## config.mk

```make
export PLATFORM = sky130hd
export DESIGN_NAME = tuning_sequencer
export DESIGN_NICKNAME = d
export VERILOG_FILES = /design/src/rtl/tuning_sequencer.sv
export SDC_FILE = /design/constraint.sdc
export NUM_CORES = 1
export LEC_CHECK = 0
export BUFFER_PORTS_ARGS = -buffer_cell sky130_fd_sc_hd__buf_2
export CORE_MARGIN = 4
export CORE_UTILIZATION = 45
export DETAILED_ROUTE_END_ITERATION = 7
export SYNTH_ARGS = -nofsm -noshare
export SYNTH_HDL_FRONTEND = slang
export SYNTH_SLANG_ARGS = --single-unit
```

## constraint.sdc

```tcl
create_clock -name clk -period 8.1 [get_ports clk]
set_input_delay 0 -clock clk [delete_from_list [all_inputs] [get_ports clk]]
set_output_delay 0 -clock clk [all_outputs]
set_load 0.03 [all_outputs]
```

## src/rtl/tuning_sequencer.sv

```systemverilog
// tuning_sequencer
//   Schedules pitch measurement between get_period and note_display. While
//   start_tuning is high it collects 2**LOG2_N plausible period samples,
//   averages them and presents one registered result, holds it for
//   HOLD_CYCLES, then re-arms. An acquisition that does not complete within
//   TIMEOUT_CYCLES reports period 0 with no_signal set so the display blanks.
//
//   Optional feature macro: OUTLIER_REJECT_EN (adds reference-based outlier
//   rejection on top of the range check).
//
// Ports
//   clk           system clock
//   rst           synchronous, active-high reset
//   start_tuning  level; 1 = measure, 0 = stop and idle
//   period_in     raw period sample (PW bits)
//   period_valid  1-cycle strobe qualifying period_in
//   period_out    averaged period, registered
//   result_valid  1-cycle strobe when period_out updates
//   no_signal     1 = last result came from a timeout
//   busy          1 while acquiring
//   reject_cnt    saturating count of rejected samples since reset
module tuning_sequencer #(
    parameter int unsigned PW             = 34,
    parameter int unsigned LOG2_N         = 3,
    parameter int unsigned MIN_PERIOD     = 5000000,
    parameter int unsigned MAX_PERIOD     = 30000000,
    parameter int unsigned TIMEOUT_CYCLES = 100000000,
    parameter int unsigned HOLD_CYCLES    = 25000000,
    parameter int unsigned TOL_SHIFT      = 4
) (
    input  logic          clk,
    input  logic          rst,
    input  logic          start_tuning,
    input  logic [PW-1:0] period_in,
    input  logic          period_valid,
    output logic [PW-1:0] period_out,
    output logic          result_valid,
    output logic          no_signal,
    output logic          busy,
    output logic [7:0]    reject_cnt
);

    localparam int unsigned SW   = PW + LOG2_N;
    localparam int unsigned CW   = LOG2_N + 1;
    localparam int unsigned TMAX = (TIMEOUT_CYCLES > HOLD_CYCLES) ? TIMEOUT_CYCLES : HOLD_CYCLES;
    localparam int unsigned TW   = $clog2(TMAX + 1);

    typedef enum logic [2:0] {
        S_IDLE,
        S_ACQUIRE,
        S_DONE,
        S_TIMEOUT,
        S_HOLD
    } state_e;

    state_e        state_q, state_d;
    logic [SW-1:0] sum_q, sum_d;
    logic [CW-1:0] cnt_q, cnt_d;
    logic [TW-1:0] timer_q, timer_d;
    logic [PW-1:0] pout_q, pout_d;
    logic          rv_q, rv_d;
    logic          ns_q, ns_d;
    logic [7:0]    rej_q, rej_d;

    logic          in_range;
    logic          take;
    logic          reject;
    logic [SW-1:0] new_sum;
    logic [CW-1:0] new_cnt;

`ifdef OUTLIER_REJECT_EN
    logic [PW-1:0] ref_q, ref_d;
    logic [2:0]    run_q, run_d;   // consecutive outliers, stops at 4
    logic [PW-1:0] dev;
`endif

    assign in_range = (period_in >= PW'(MIN_PERIOD)) && (period_in <= PW'(MAX_PERIOD));

    always_comb begin
        state_d = state_q;
        sum_d   = sum_q;
        cnt_d   = cnt_q;
        timer_d = timer_q;
        pout_d  = pout_q;
        rv_d    = 1'b0;
        ns_d    = ns_q;
        rej_d   = rej_q;
        take    = 1'b0;
        reject  = 1'b0;
        new_sum = sum_q + SW'(period_in);
        new_cnt = cnt_q + CW'(1);
`ifdef OUTLIER_REJECT_EN
        ref_d   = ref_q;
        run_d   = run_q;
        dev     = (period_in > ref_q) ? (period_in - ref_q) : (ref_q - period_in);
`endif

        if (state_q != S_IDLE && !start_tuning) begin
            // Stopping wins over everything, including a sample strobed this cycle.
            state_d = S_IDLE;
        end else begin
            case (state_q)
                S_IDLE: begin
                    if (start_tuning) begin
                        state_d = S_ACQUIRE;
                        sum_d   = '0;
                        cnt_d   = '0;
                        timer_d = '0;
                    end
                end
                S_ACQUIRE: begin
                    timer_d = timer_q + TW'(1);
                    if (period_valid) begin
                        if (!in_range) begin
                            reject = 1'b1;
`ifdef OUTLIER_REJECT_EN
                        end else if (cnt_q == '0 || run_q == 3'd4) begin
                            // First sample, or restart after a run of outliers.
                            take    = 1'b1;
                            new_sum = SW'(period_in);
                            new_cnt = CW'(1);
                            ref_d   = period_in;
                            run_d   = '0;
                        end else if (dev > (ref_q >> TOL_SHIFT)) begin
                            reject = 1'b1;
                            run_d  = run_q + 3'd1;
                        end else begin
                            take  = 1'b1;
                            run_d = '0;
`else
                        end else begin
                            take = 1'b1;
`endif
                        end
                    end
                    if (reject && rej_q != '1) begin
                        rej_d = rej_q + 8'd1;
                    end
                    if (take) begin
                        sum_d = new_sum;
                        cnt_d = new_cnt;
                    end
                    // The result is registered here so it appears one cycle after the
                    // final strobe; DONE/TIMEOUT are the cycles the strobe is visible.
                    if (take && new_cnt == CW'(1 << LOG2_N)) begin
                        state_d = S_DONE;
                        pout_d  = PW'(new_sum >> LOG2_N);
                        rv_d    = 1'b1;
                        ns_d    = 1'b0;
                    end else if (timer_q == TW'(TIMEOUT_CYCLES - 1)) begin
                        state_d = S_TIMEOUT;
                        pout_d  = '0;
                        rv_d    = 1'b1;
                        ns_d    = 1'b1;
                    end
                end
                S_DONE, S_TIMEOUT: begin
                    state_d = S_HOLD;
                    timer_d = '0;
                end
                S_HOLD: begin
                    timer_d = timer_q + TW'(1);
                    if (timer_q == TW'(HOLD_CYCLES - 1)) begin
                        state_d = S_ACQUIRE;
                        sum_d   = '0;
                        cnt_d   = '0;
                        timer_d = '0;
                    end
                end
                default: state_d = S_IDLE;
            endcase
        end
`ifdef OUTLIER_REJECT_EN
        if (state_d == S_ACQUIRE && state_q != S_ACQUIRE) begin
            run_d = '0;
        end
`endif
    end

    always_ff @(posedge clk) begin
        if (rst) begin
            state_q <= S_IDLE;
            sum_q   <= '0;
            cnt_q   <= '0;
            timer_q <= '0;
            pout_q  <= '0;
            rv_q    <= 1'b0;
            ns_q    <= 1'b1;
            rej_q   <= '0;
`ifdef OUTLIER_REJECT_EN
            ref_q   <= '0;
            run_q   <= '0;
`endif
        end else begin
            state_q <= state_d;
            sum_q   <= sum_d;
            cnt_q   <= cnt_d;
            timer_q <= timer_d;
            pout_q  <= pout_d;
            rv_q    <= rv_d;
            ns_q    <= ns_d;
            rej_q   <= rej_d;
`ifdef OUTLIER_REJECT_EN
            ref_q   <= ref_d;
            run_q   <= run_d;
`endif
        end
    end

    assign period_out   = pout_q;
    assign result_valid = rv_q;
    assign no_signal    = ns_q;
    assign busy         = (state_q == S_ACQUIRE);
    assign reject_cnt   = rej_q;

endmodule
```

==> results of run 1 <==
[layout make-up]
type,count,area (um^2)
fillers,1335,6359
multi-input cells,635,3931
flip-flops and latches,115,2302
clock buffers,24,511.7
repair buffers,85,435.4
well taps,180,225.2
clock inverters,8,121.4
inverters,13,48.80
[cells in the final DEF (no fill, tap or decap), types with 12 or more instances in the layout]
master,synthesis,layout
dfxtp_1,115,115
o21ai_0,27,27
buf_2,0,82
nand4_1,14,14
inv_1,12,12
xor2_1,36,36
a31oi_1,24,24
nand3_1,29,28
xnor2_1,28,28
a21o_1,16,16
nand2_1,53,53
clkbuf_16,0,17
nor3_1,30,30
ha_1,38,38
nand2b_1,16,16
nor2_1,132,132
a21oi_1,76,76
[per-stage QoR]
stage	hold slack, ns	setup WS, ns	area (um^2)	instances
2_1_floorplan	0.1502	5.109	6422	800
3_3_place_gp	0.3745	4.135	6933	1027
3_5_place_dp	0.3803	3.964	6933	1027
4_1_cts	0.09627	4.350	7576	1060
5_1_grt	0.1704	4.065	7576	1060
6_report	0.1135	4.431	7576	1060
[Yosys cell counts (all sizes together), types with 3 or more instances]
cell type	number	area share
a211oi	4	0.0047
ha	38	0.074
o211ai	4	0.0047
a21oi	76	0.059
or4	4	0.0047
xnor2	28	0.038
a22oi	7	0.0082
nor3	30	0.023
xor2	36	0.049
a22o	10	0.014
nor2	133	0.078
nand2	53	0.031
o31a	3	0.0041
and3	5	0.0049
nor2b	5	0.0049
o21a	7	0.0082
nand4	14	0.014
nand2b	16	0.016
or3	5	0.0049
a31oi	24	0.023
dfxtp	115	0.36
nor4	8	0.0088
or2	4	0.0039
inv	13	0.0076
nor4b	3	0.0041
clkbuf	35	0.020
nand3	29	0.023
a21o	16	0.019
o21ai	27	0.021
nor3b	3	0.0035
nand3b	7	0.0082
o21bai	4	0.0047
[report_power, final]
| group | total [mW] | internal, mW | leakage, nW | switching, mW |
|---|---|---|---|---|
| Combinational | 0.134 | 0.0472 | 1.88 | 0.0869 |
| Sequential | 0.576 | 0.572 | 0.928 | 0.00403 |
| Clock | 0.791 | 0.532 | 0.312 | 0.259 |
[cell families after synthesis]
kind of cell | after synthesis | share of synthesized area
mux | 2 | 0.003117
buf+inv | 50 | 0.03039
flops | 115 | 0.3585
fa+ha+maj | 39 | 0.07715
compound gates | 203 | 0.1999
simple gates | 327 | 0.2437
xor+xnor | 64 | 0.08728
[routing by layer]
layer  wire [um]  track usage
met3         787      0.05184
met1        7765       0.2638
met2        8389       0.3664
met5           0            0
met4         274      0.06435
[critical path, cell delays in order]
cell     delay [ns]
buf_2          0.11
nor4_2         0.27
nand2_1        0.13
or3_1          0.42
or4_1          0.54
a32oi_1        0.32
and4b_1        0.33
nand3_2        0.81
nor2_1         0.84
a22o_1         0.23
[what timing repair did]
action / CTS / global route
endpoints found under the setup margin: 0 / 0
gates resized for setup: 0 / 0
hold endpoints to repair: 3 / 0
hold buffers: 1 / 0
[registers in the layout, indices dropped and copies added (netlist names)]
| register | count |
|---|---|
| reject_cnt | 8 |
| cnt_q | 4 |
| timer_q | 27 |
| no_signal | 1 |
| result_valid | 1 |
| sum_q | 37 |
| state_q | 3 |
| period_out | 34 |
[worst min path at each step]
stage,slack (ns),depth (start not counted),end,start
after global routing,0.17,6,sum_q[0],period_in[0]
final,0.11,6,sum_q[0],period_in[0]
after floorplan,0.15,2,period_out[1],start_tuning
after detailed placement,0.38,3,period_out[1],start_tuning
after global placement,0.37,3,period_out[1],start_tuning
after CTS,0.1,6,sum_q[0],period_in[0]
==> impl_results.md, run 1 <==
* Avg Cell Area, Syn at 8.028 um^2
* Syn nets at 877
* #FFs+latches synth at 115
* Final Util at 0.5437
* Detailed-route wire length at 17220 um
* Leak at 3.123 nW
* F_max at 0.2725 GHz
* IO Pins at 83
* Layout net count at 944
* First-pass GRT wire length at 28190 um
* Crit Path Max Fanout at 51
* Post-synthesis sequential area ratio at 0.3585
* DR iter-0 viols at 336
* Status: finished, final reports clean
* Crit path launch type: primary input
* RSZ-0062 raised after global routing: no
* Post-CTS Setup Repair Bufs at 0
* Number of synthesized flops with an enable pin at 0
* Detailed Place HPWL at 12150 um
* # rows at 43
* TritonRoute pass-1 iters at 5
* CTS tree: yes
* Count of different cell masters after synthesis at 60
* Final period util at 0.4530
* Num CTS Buffers at 17
* GRT Residual Overflow at 0
* DIE HEIGHT at 127.5 um
* Clock Sinks at 115
* Share of cells above drive strength 1 at 0.1443
* All-Layer GR Usage at 0.2131
* Fin Setup TNS at 0 ns
* Area growth, synth to finish at 17.96%
* Largest net degree at the start of global routing at 82
* Hold Fails Final Rpt at 0
* Yosys warning count at 0
* Final GP Congestion at 0.8940
* Main flop type after synthesis: dfxtp_1
* CP required at 8.45 ns
* Final Max Slew Viols at 0
* Longest Clk Path Bufs at 2
* Final setup viols at 0
* Synth Cell Area at 6422 um^2
* Min-Delay Path Class: primary input to flop
* Via count at 5995
* CP Class: primary input to flop
* Number of max-cap violations at 0
* Worst slew margin at 0.2669
* Number of global-route vias before repair at 5841
* Vias per cell at 5.656
* Syn Inst Count at 800
* CP arrival at 4.02 ns
* Reg-to-reg endpoint: period_out[33]
* Port-buffer cells at 82
* R2R Path Start: sum_q[8]
* Core box area at 13930 um^2
* Period minus WS final at 3.669 ns
* Crit path launch: period_in[33]
* Root Buffer: clkbuf_16
* Routed Antenna Nets at 0
* PD cells at 198.1 nW/um^2
* Chip width at 127.5 um
* CTS H-tree lvls at 4
* Initial core utilization at 0.4609
* DRC violations left at 0
* Worst Setup EP: period_out[27]
* VDD IR-drop max at 0.0001463 V
* Async SR Flop Fraction at 0
* R2r setup slk at 4.50 ns
* Clock latency on the worst-skew pair at 0.41 ns
* Clock slew at reported path FFs at 0.06 ns
* DR WL/cell at 16.24 um
* Die ar. at 16250 um^2
* Worst-margin pin slew at 1.100 ns
* Fin Clk Skew at 0.008438 ns
* ANT cells at 0
* Initial antenna violation count at 0
* Critical path endpoint category: flop
* Worst R2R Path Depth at 11
* PnR Total Power at 1.501 mW
No activity file was read; power rests on OpenSTA's default activity.
==> inputs of run 2 (changes only) <==
- ABC_AREA: default -> 1
- clock period: 8.1 -> 3.8 ns (I/O delays scaled with it)
==> impl_results.md, run 2 <==
* Status: finished, final reports clean
* Routed Antenna Nets at 0 (unchanged)
* Syn nets at 1356 (+55%)
* Clock power share at 0.485 (-0.042)
* CP arrival at 2.96 ns (-1.06 ns)
* DRC violations left at 0 (unchanged)
* Critical path endpoint category: flop
* IO Pins at 83 (unchanged)
* Worst R2R Path Depth at 16 (+5)
* Detailed Place HPWL at 17430 um (+43%)
* Seq pwr share at 0.375 (-0.009)
* PD cells at 366.6 nW/um^2 (+85%)
* Num CTS Buffers at 17 (unchanged)
* CP Cell Sequence: ha_1, inv_1, fa_1, inv_1, nand3_1, nand3_1, nand2_1, nand3_1, nand2_1, nand2_1, nand2_1, nand2_1, nand2_1, nand2_1, nand2_1, a21oi_1
* Worst slew margin at 0.3378 (+0.07084)
* Period minus WS final at 2.628 ns
* Area of the multi-input gates at 4771 um^2 (+21%)
* Placed instance count at 1564 (+52%)
* DR iter-0 viols at 455 (+35%)
* CP Class: flop to flop
* GRT Residual Overflow at 0 (unchanged)
* Syn Inst Count at 1279 (+60%)
* F_max at 0.3805 GHz
* DR WL/cell at 13.93 um (-14%)
* Leak at 4.309 nW (+38%)
* Yosys warning count at 0 (unchanged)
* Initial antenna violation count at 0 (unchanged)
* Commonest non-fill, non-tap cells in the layout: nand2_1 (475), inv_1 (162), nor2_1 (133)
* CTS resizes at 0 (unchanged)
* Area growth, synth to finish at 14.89%
* R2R Path Start: sum_q[0]
* Share of cells above drive strength 1 at 0.1239 (-0.02041)
* Port-buffer cells at 82 (unchanged)
* All-Layer GR Usage at 0.2278 (+0.01471)
* Final GP Congestion at 0.9387 (+5.0%)
* Switching Fraction at 0.2926 (+0.05929)
* TritonRoute pass-1 iters at 5 (unchanged)
* Crit Path Max Fanout at 5 (-90%)
* Worst-margin pin slew at 0.9934 ns (-0.1063 ns)
* Critical Path Stages at 16 (+6)
* FF/Latch Area at 2302 um^2 (unchanged)
* Worst Setup EP: period_out[29]
* Most common cell in the synthesized netlist: nand2_1
* Crit path launch type: flop
* Int Power at 2.346 mW (+100%)
* Core box area at 17240 um^2 (+24%)
* R2r setup slk at 1.17 ns (-3.33 ns)
* Fin Setup TNS at 0 ns (unchanged)
* Longest Clk Path Bufs at 2 (unchanged)
* Count of different cell masters after synthesis at 38 (-37%)
* Layout net count at 1437 (+52%)
* Avg Cell Area, Syn at 6.156 um^2 (-23%)
* Via count at 7793 (+30%)
* Largest net degree at the start of global routing at 80 (-2.4%)
* Synth Cell Area at 7874 um^2 (+23%)
* Die ar. at 19680 um^2 (+21%)
* VDD IR-drop max at 0.0002760 V (+89%)
* RSZ-0062 raised after global routing: no
* Detailed-route wire length at 22240 um (+29%)
* Max incr delay on CP at 0.41 ns (-0.43 ns)
* #FFs+latches synth at 115 (unchanged)
* Non-Filler Instances at 1597 (+51%)
* Clock slew at reported path FFs at 0.06 ns (about the same)
* Clock latency on the worst-skew pair at 0.42 ns (about the same)
* Number of synthesized flops with an enable pin at 0 (unchanged)
* CTS H-tree lvls at 4 (unchanged)
* Crit path launch: sum_q[0]
* Final setup viols at 0 (unchanged)
* Final Max Slew Viols at 0 (unchanged)
* Synth top cells by count: nand2_1 (475), inv_1 (162), nor2_1 (133)
* Crit-path most repeated cell: nand2_1
* Share of the synthesized area in the top cell type at 0.2924 (-0.06608)
* CP required at 4.13 ns (-4.32 ns)
* CTS tree: yes
* Vias per cell at 4.880 (-14%)
* Filler Cell Count at 1835 (+37%)
* Min-Delay Path Class: primary input to flop
* Commonest non-fill, non-tap cell in the layout: nand2_1
* Post-synthesis sequential area ratio at 0.2924 (-0.06608)
* Ranking of synthesized cells by area: dfxtp_1 (29%), nand2_1 (23%), inv_1 (7.7%)
* Comb pwr share at 0.140 (+0.051)
* ANT cells at 0 (unchanged)
* Initial core utilization at 0.4568 (-0.004087)
* Slowest library cell on the worst path: fa_1
* Number of global-route vias before repair at 7395 (+27%)
* Biggest register: sum_q
* Sw Pwr at 0.9706 mW (+180%)
* Main flop type after synthesis: dfxtp_1
* Reg-to-reg endpoint: period_out[29]
* Async SR Flop Fraction at 0 (unchanged)
* Top delay family on crit path: simple AND/OR/NAND/NOR gates
* Fin Clk Skew at 0.01100 ns (+0.002567 ns)
* First-pass GRT wire length at 36600 um (+30%)
* Root Buffer: clkbuf_16
* Clock Sinks at 115 (unchanged)
* Hold Fails Final Rpt at 0 (unchanged)
* Number of max-cap violations at 0 (unchanged)
* Final period util at 0.6917
* Chip width at 140.3 um (+10%)
* DIE HEIGHT at 140.3 um (+10%)
* Max reg flops at 37 (unchanged)
* Synth area leader: dfxtp_1
* # rows at 48 (+12%)
* Worst Path Buf+Inv at 2 (+1)
## run 2: cell types whose count changed after synthesis, sizes merged, moves of 14 or more
| cell | change |
|---|---|
| a31oi | -21 |
| nand3 | +35 |
| clkbuf | -26 |
| a21oi | +32 |
| inv | +158 |
| nand2b | -16 |
| a21o | -14 |
| nand2 | +431 |
| xnor2 | -22 |
| buf | +15 |
## run 2: power by group through the flow
stage               combinational [mW]  sequential [mW]  clock, mW
global route                     0.527             1.25       1.70
global placement                 0.463             1.27          0
detailed placement               0.468             1.27          0
floorplan                        0.336             1.27          0
CTS                              0.467             1.24       1.64
finish                           0.464             1.24       1.61
## run 2: worst min-delay path by stage
stage,startpoint,endpoint,slack (ns),depth (start not counted)
finish,start_tuning,state_q[0],0.03,5
global route,period_valid,no_signal,0.08,4
CTS,start_tuning,state_q[0],0.01,5
detailed placement,rst,no_signal,0.28,3
global placement,rst,no_signal,0.29,3
floorplan,start_tuning,state_q[0],0.26,4
## run 2: metrics by stage
step	power (mW)	utilization	setup WS [ns]	instance area (um^2)	hold WS (ns)
CTS	3.351	0.5248	1.192	9046	0.01294
floorplan	1.607	-	1.791	7874	0.2572
detailed placement	1.739	0.4896	1.214	8439	0.2841
global placement	1.734	0.4896	1.193	8439	0.2905
global route	3.476	0.5248	0.9282	9046	0.08407
finish	3.317	0.5248	1.172	9046	0.02533
## run 2: timing repair
action / 4_1_cts / 5_1_grt
buffers inserted: 0 / 0
hold endpoints to repair: 8 / 0
hold buffers: 2 / 0
endpoints found under the setup margin: 0 / 0
## run 2: cell type report
type | instances | share of cell area
tap | 225 | 0.03112
sequential | 115 | 0.2545
inverter | 171 | 0.07095
clock buffer | 20 | 0.05048
timing repair buffer | 88 | 0.05118
multi-input combinational | 967 | 0.5274
clock inverter | 11 | 0.01438
## run 2: kinds of logic (layout without fill, tap and decap cells)
| group | count (synthesis) | in the layout | share of synthesized area |
|---|---|---|---|
| buffers and inverters | 197 | 290 | 0.1017 |
| xor gates and xnor gates | 37 | 37 | 0.04116 |
| adders and majority gates | 39 | 39 | 0.06293 |
| AOI/OAI and AO/OA | 135 | 135 | 0.09821 |
| and+or+nand+nor | 756 | 756 | 0.4036 |
| DFF | 115 | 115 | 0.2924 |
## run 2: per-layer routing
| metal | wire, um | global-route usage |
|---|---|---|
| met1 | 10340 | 0.2943 |
| met2 | 10680 | 0.3911 |
| met3 | 871 | 0.03995 |
| met4 | 346 | 0.06374 |
| met5 | 0 | 0 |
## run 2: worst reg2reg max path: cells and delay by family (launching register included)
family	cells	cell delay, ns
and+or+nand+nor	11	1.17
adders and majority gates	2	0.66
DFF	1	0.33
buffers and inverters	2	0.23
AOI/OAI and AO/OA	1	0.16
